## src/rtl/fetch_pc_ir_unit.sv

```systemverilog
// -----------------------------------------------------------------------------
// fetch_pc_ir_unit
//
// Program counter, instruction register and memory-address multiplexer stage
// that sits in front of the control unit. It applies the control unit's
// PC-write, PC-mux, IR-load and address-mux decisions, and presents the IR
// as the instruction to decode.
//
// PC and IR together form one scan chain:
//   scan_in -> PC[MSB] ... PC[0] -> IR[MSB] ... IR[0] -> scan_out
// scan_out can be daisy-chained into the control unit's state register.
//
// Ports:
//   clk                        clock, all state updates on the rising edge
//   rst                        synchronous active-high reset (PC=0, IR=0)
//   processor_enable           functional update enable
//   PC_write_enable            load PC with the selected next-PC value
//   PC_mux_select[1:0]         00 PC+1, 01 ACC, 10 PC-3, 11 PC+2
//   IR_load_enable             load IR from mem_data_in
//   Memory_address_mux_select  00 IR[PC_WIDTH-1:0], 01 ACC, 10/11 PC
//   ACC                        accumulator value
//   mem_data_in                memory read data (combinational read)
//   mem_addr                   memory address (combinational)
//   instruction                IR contents
//   PC_out                     PC zero-extended to DATA_WIDTH
//   scan_enable                scan shift enable
//   scan_in                    scan chain input
//   scan_out                   scan chain output (IR[0])
// -----------------------------------------------------------------------------
module fetch_pc_ir_unit #(
  parameter int PC_WIDTH   = 5,
  parameter int DATA_WIDTH = 8
) (
  input  logic                  clk,
  input  logic                  rst,
  input  logic                  processor_enable,
  input  logic                  PC_write_enable,
  input  logic [1:0]            PC_mux_select,
  input  logic                  IR_load_enable,
  input  logic [1:0]            Memory_address_mux_select,
  input  logic [DATA_WIDTH-1:0] ACC,
  input  logic [DATA_WIDTH-1:0] mem_data_in,
  output logic [PC_WIDTH-1:0]   mem_addr,
  output logic [DATA_WIDTH-1:0] instruction,
  output logic [DATA_WIDTH-1:0] PC_out,
  input  logic                  scan_enable,
  input  logic                  scan_in,
  output logic                  scan_out
);

  logic [PC_WIDTH-1:0]   pc_q;
  logic [PC_WIDTH-1:0]   pc_d;
  logic [DATA_WIDTH-1:0] ir_q;
  logic [DATA_WIDTH-1:0] ir_d;
  logic [PC_WIDTH-1:0]   pc_next_s;

  // Only the low PC_WIDTH bits of ACC address memory or load the PC.
  logic unused_acc_hi_s;
  assign unused_acc_hi_s = &{1'b0, ACC[DATA_WIDTH-1:PC_WIDTH]};

  // Next-PC candidate; arithmetic wraps modulo 2^PC_WIDTH naturally.
  always_comb begin
    pc_next_s = pc_q;
    case (PC_mux_select)
      2'b00:   pc_next_s = pc_q + PC_WIDTH'(1);
      2'b01:   pc_next_s = ACC[PC_WIDTH-1:0];
      2'b10:   pc_next_s = pc_q - PC_WIDTH'(3);
      2'b11:   pc_next_s = pc_q + PC_WIDTH'(2);
      default: pc_next_s = pc_q;
    endcase
  end

  // Register next-state: scan shift beats functional update; otherwise hold.
  always_comb begin
    pc_d = pc_q;
    ir_d = ir_q;
    if (scan_enable) begin
      pc_d = {scan_in, pc_q[PC_WIDTH-1:1]};
      ir_d = {pc_q[0], ir_q[DATA_WIDTH-1:1]};
    end else if (processor_enable) begin
      // IR samples mem_data_in driven from the pre-edge address, so a FETCH
      // captures the instruction at the old PC while the PC advances.
      if (PC_write_enable) begin
        pc_d = pc_next_s;
      end else begin
        pc_d = pc_q;
      end
      if (IR_load_enable) begin
        ir_d = mem_data_in;
      end else begin
        ir_d = ir_q;
      end
    end else begin
      pc_d = pc_q;
      ir_d = ir_q;
    end
  end

  // PC / IR state registers with synchronous reset taking priority.
  always_ff @(posedge clk) begin
    if (rst) begin
      pc_q <= {PC_WIDTH{1'b0}};
      ir_q <= {DATA_WIDTH{1'b0}};
    end else begin
      pc_q <= pc_d;
      ir_q <= ir_d;
    end
  end

  // Memory address mux; purely combinational and not gated by the enable.
  always_comb begin
    mem_addr = pc_q;
    case (Memory_address_mux_select)
      2'b00:   mem_addr = ir_q[PC_WIDTH-1:0];
      2'b01:   mem_addr = ACC[PC_WIDTH-1:0];
      2'b10:   mem_addr = pc_q;
      2'b11:   mem_addr = pc_q;
      default: mem_addr = pc_q;
    endcase
  end

  assign instruction = ir_q;
  assign PC_out      = {{(DATA_WIDTH-PC_WIDTH){1'b0}}, pc_q};
  assign scan_out    = ir_q[0];

endmodule

```

## config.mk

```make
export PLATFORM = sky130hd
export DESIGN_NAME = fetch_pc_ir_unit
export DESIGN_NICKNAME = d
export VERILOG_FILES = /design/src/rtl/fetch_pc_ir_unit.sv
export SDC_FILE = /design/constraint.sdc
export NUM_CORES = 1
export LEC_CHECK = 0
export CORE_MARGIN = 2
export CORE_UTILIZATION = 42
export DETAILED_ROUTE_END_ITERATION = 7
export GPL_ROUTABILITY_DRIVEN = 0
export PLACE_DENSITY = 0.94
export SYNTH_ARGS = -nofsm -noshare
export SYNTH_HDL_FRONTEND = slang
export SYNTH_SLANG_ARGS = --single-unit
```

## constraint.sdc

```tcl
create_clock -name clk -period 2.55 [get_ports clk]
set_input_delay 0.3825 -clock clk [delete_from_list [all_inputs] [get_ports clk]]
set_output_delay 0.3825 -clock clk [all_outputs]
set_load 0.05 [all_outputs]
```

==> flow_summary_export.csv <==
group,metric,value,unit
status,outcome,"finished clean",
worst_setup_path,r2r_end,"pc_q[3]",
global_routing,grtUsageTotal,20.3,%
clock_network,worstSkewPairLatency,0.28,ns
job,cap_violations,0,
clock_network,clk_transition_reported_paths,0.07,ns
clock_network,cts_tree,"done",
die,rows,17,
worst_setup_path,ff2ff_path_depth,6,
routing,vias,1003,
clock_network,clkSinkCount,13,
worst_setup_path,cp-startpoint,"pc_q[1]",
synth,synthMuxAreaShare,14.4,%
timing,fin_tns_setup,0,ns
die,start_util,44.3,%
routing,viasPerCell,5.42,
clock_network,cts_buffers,3,
synth,synth_top_family_by_area,"compound AO/OA/AOI/OAI gates",
worst_setup_path,cp.depth,1,
power,power.density,463,mW/mm^2
worst_setup_path,cp.arrival,1.71,ns
place,pre_cts_slack,0.527,ns
timing,final-hold-violation-count,0,
synth,synth-simple-area-share,14.0,%
worst_setup_path,cp_num_buf_inv,1,
worst_setup_path,end_kind,"output port",
worst_setup_path,cp-endpoint,"PC_out[1]",
layout,multi_input_area,619,sq um
clock_network,cts-root-buf,"clkbuf_4",
clock_network,cts_setup_buffers,0,
clock_network,post_cts_resized,0,
worst_setup_path,ff2ff_setup_slack,0.88,ns
clock_network,hold_buffers,0,
synth,yosys_warnings,0,
power,max-vdd-ir-drop,402,uV
die,ios,49,
synth,async_reset_ff_share,0,%
synth,synth-compound-area-share,26.2,%
place,port_buffers,42,
worst_setup_path,r2r_start,"pc_q[1]",
layout,area_delta_synth_final,48.5,%
layout,nets,187,
synth,synthTopCellsByArea,"dfxtp_1, mux2i_1, a211oi_1",
routing,wirelength,2.57,mm
global_routing,grt_pass1_vias,943,
synth,synthFlopType,"dfxtp_1",
worst_setup_path,critPathMaxFanout,10,
timing,rsz0062_at_grt,"no",
worst_setup_path,crit_path_cell_trace,"clkdlybuf4s50_1",
synth,yosys.cell_types.count,31,
synth,yosysSeqAreaShare,26.8,%
timing,final_max_slew_viol_count,0,
clock_network,clk_path_buf_depth,2,
synth,syn-cell-area,971,sq um
synth,synthTopCellsByCount,"mux2i_1, dfxtp_1, a211oi_1, nand2_1, nor2_1",
clock_network,h-tree-depth,1,
synth,netlist.area_leader.share,26.8,%
global_routing,antenna_found_initial,0,
global_routing,grt_max_degree,17,
timing,period_minus_slack,2.09,ns
layout,drive_gt1_share,7.64,%
timing,max_freq,0.479,GHz
worst_setup_path,crit_path_max_incr_delay,0.88,ns
hold_path,worstHoldPathCells,2,
timing,skew,0.00382,ns
die,die_h,52.1,um
synth,synth_edf_count,0,
routing,drtPass1Iterations,4,
global_routing,gr-total-overflow,0,
die,fp.dieW,52.1,um
routing,drtIter0Drc,10,
timing,max_slew_margin,64.3,%
layout,n_fill_cell,201,
timing,setup_viol,0,
global_routing,grt_pass1_wl,4.14,mm
synth,synth_most_common_cell,"mux2i_1",
routing,ant_nets,0,
worst_setup_path,path_class,"register to output port",
timing,worst_slew_pin_slew,0.534,ns
routing,drc_errors,0,
die,dieArea,0.00271,sq mm
synth,synth_xor_area_share,5.41,%
synth,yosys.area.top_type,"dfxtp_1",
worst_setup_path,slowest_stage,"clkdlybuf4s50_1",
timing,finalWorstSetupSlack,0.462,ns
timing,min_period_over_period,81.9,%
synth,synth_fa_ha_area_share,2.58,%
worst_setup_path,crit_required,2.17,ns
layout,seqCellArea,260,sq um
routing,wl_per_cell,13.9,um
die,core,0.00219,sq mm
synth,synth-seq-cells,13,
synth,postSynthCellCount,121,
place,hpwl,2.04,mm
synth,avgSynthCellArea,8.02,sq um
worst_setup_path,startpoint_type,"register",
worst_setup_path,cp_top_family,"buffers and inverters",
power,leakage,0.578,nW
layout,diodes,0,
hold_path,hold_path_class,"register to register",
-- stage by stage --
step	power (mW)	cell area (sq um)	utilization, %	hold slack, ns	cells
after global routing	0.696	1440	65.8	0.554	185
after floorplan	0.432	978	-	0.480	123
after global placement	0.540	1420	64.6	0.504	181
final	0.667	1440	65.8	0.526	185
after CTS	0.669	1440	65.8	0.526	185
after detailed placement	0.547	1420	64.6	0.513	181
-- power by group --
| group | total, mW | switching, mW | leakage, nW | internal [mW] |
|---|---|---|---|---|
| registers | 0.243 | 0.0237 | 0.108 | 0.219 |
| clock network | 0.125 | 0.0639 | 0.0150 | 0.0607 |
| logic | 0.300 | 0.171 | 0.456 | 0.129 |
-- worst min path at each step --
stage	start	endpoint
2_1_floorplan	rst	pc_q[2]
3_3_place_gp	instruction[5]	instruction[5]
3_5_place_dp	instruction[5]	instruction[5]
4_1_cts	instruction[5]	instruction[5]
5_1_grt	instruction[6]	instruction[6]
6_report	instruction[5]	instruction[5]
-- registers in the layout (all words and copies together) (netlist names) --
name	count
instruction	8
pc_q	5
-- cell type report --
| cell class | instances | share of cell area (%) |
|---|---|---|
| flip-flops and latches | 13 | 18.1 |
| clock buffers | 4 | 1.82 |
| inverters | 4 | 1.04 |
| multi-input cells | 92 | 43.0 |
| well taps | 28 | 2.43 |
| repair buffers | 44 | 33.7 |
-- kinds of logic (layout without fill, tap and decap cells) --
family,after synthesis,count (layout)
AO/OA/AOI/OAI,38,38
AND/OR/NAND/NOR,29,29
buffers and inverters,18,52
multiplexers,14,14
flip-flops,13,13
XOR/XNOR,6,6
adder cells (fa/ha/maj),2,2
other,1,3
-- layout by cell type, fill, tap and decap left out --
| cell | synthesis | final |
|---|---|---|
| o221ai_1 | 2 | 2 |
| clkdlybuf4s50_1 | 0 | 37 |
| nand2_1 | 10 | 10 |
| a21o_1 | 1 | 1 |
| dfxtp_1 | 13 | 13 |
| clkbuf_1 | 3 | 1 |
| mux2i_1 | 14 | 14 |
| a2111oi_2 | 1 | 1 |
| inv_1 | 4 | 4 |
| and2_1 | 1 | 1 |
| o21ai_0 | 8 | 8 |
| o311a_1 | 2 | 2 |
| conb_1 | 1 | 3 |
| xnor2_1 | 5 | 5 |
| a21oi_2 | 1 | 1 |
| nor2_1 | 10 | 10 |
| nand2b_1 | 1 | 1 |
| a31oi_1 | 1 | 1 |
| and4b_1 | 2 | 2 |
| buf_4 | 5 | 2 |
| a21oi_1 | 8 | 8 |
| o21ai_1 | 3 | 3 |
| a221oi_1 | 1 | 1 |
| xor2_1 | 1 | 1 |
| clkbuf_4 | 0 | 3 |
| nor2b_1 | 3 | 3 |
| nand3_1 | 1 | 1 |
| nor3_1 | 1 | 1 |
| a211oi_1 | 10 | 10 |
| buf_12 | 0 | 5 |
| ha_1 | 2 | 2 |
-- worst reg2reg max path: cells and delay by family, from the launching register on --
kind	cells	cell delay [ns]
compound gates	4	0.65
flops	1	0.55
fa+ha+maj	1	0.23
xor+xnor	1	0.12
-- per-layer routing --
layer,track usage [%],share of wire (%),up-vias
li1,-,-,502
met1,23.3,42,462
met2,37.1,51,34
met3,4.60,5.3,5
met4,5.26,1.2,0
met5,0,0,-
(Power assumes the default switching activity.)
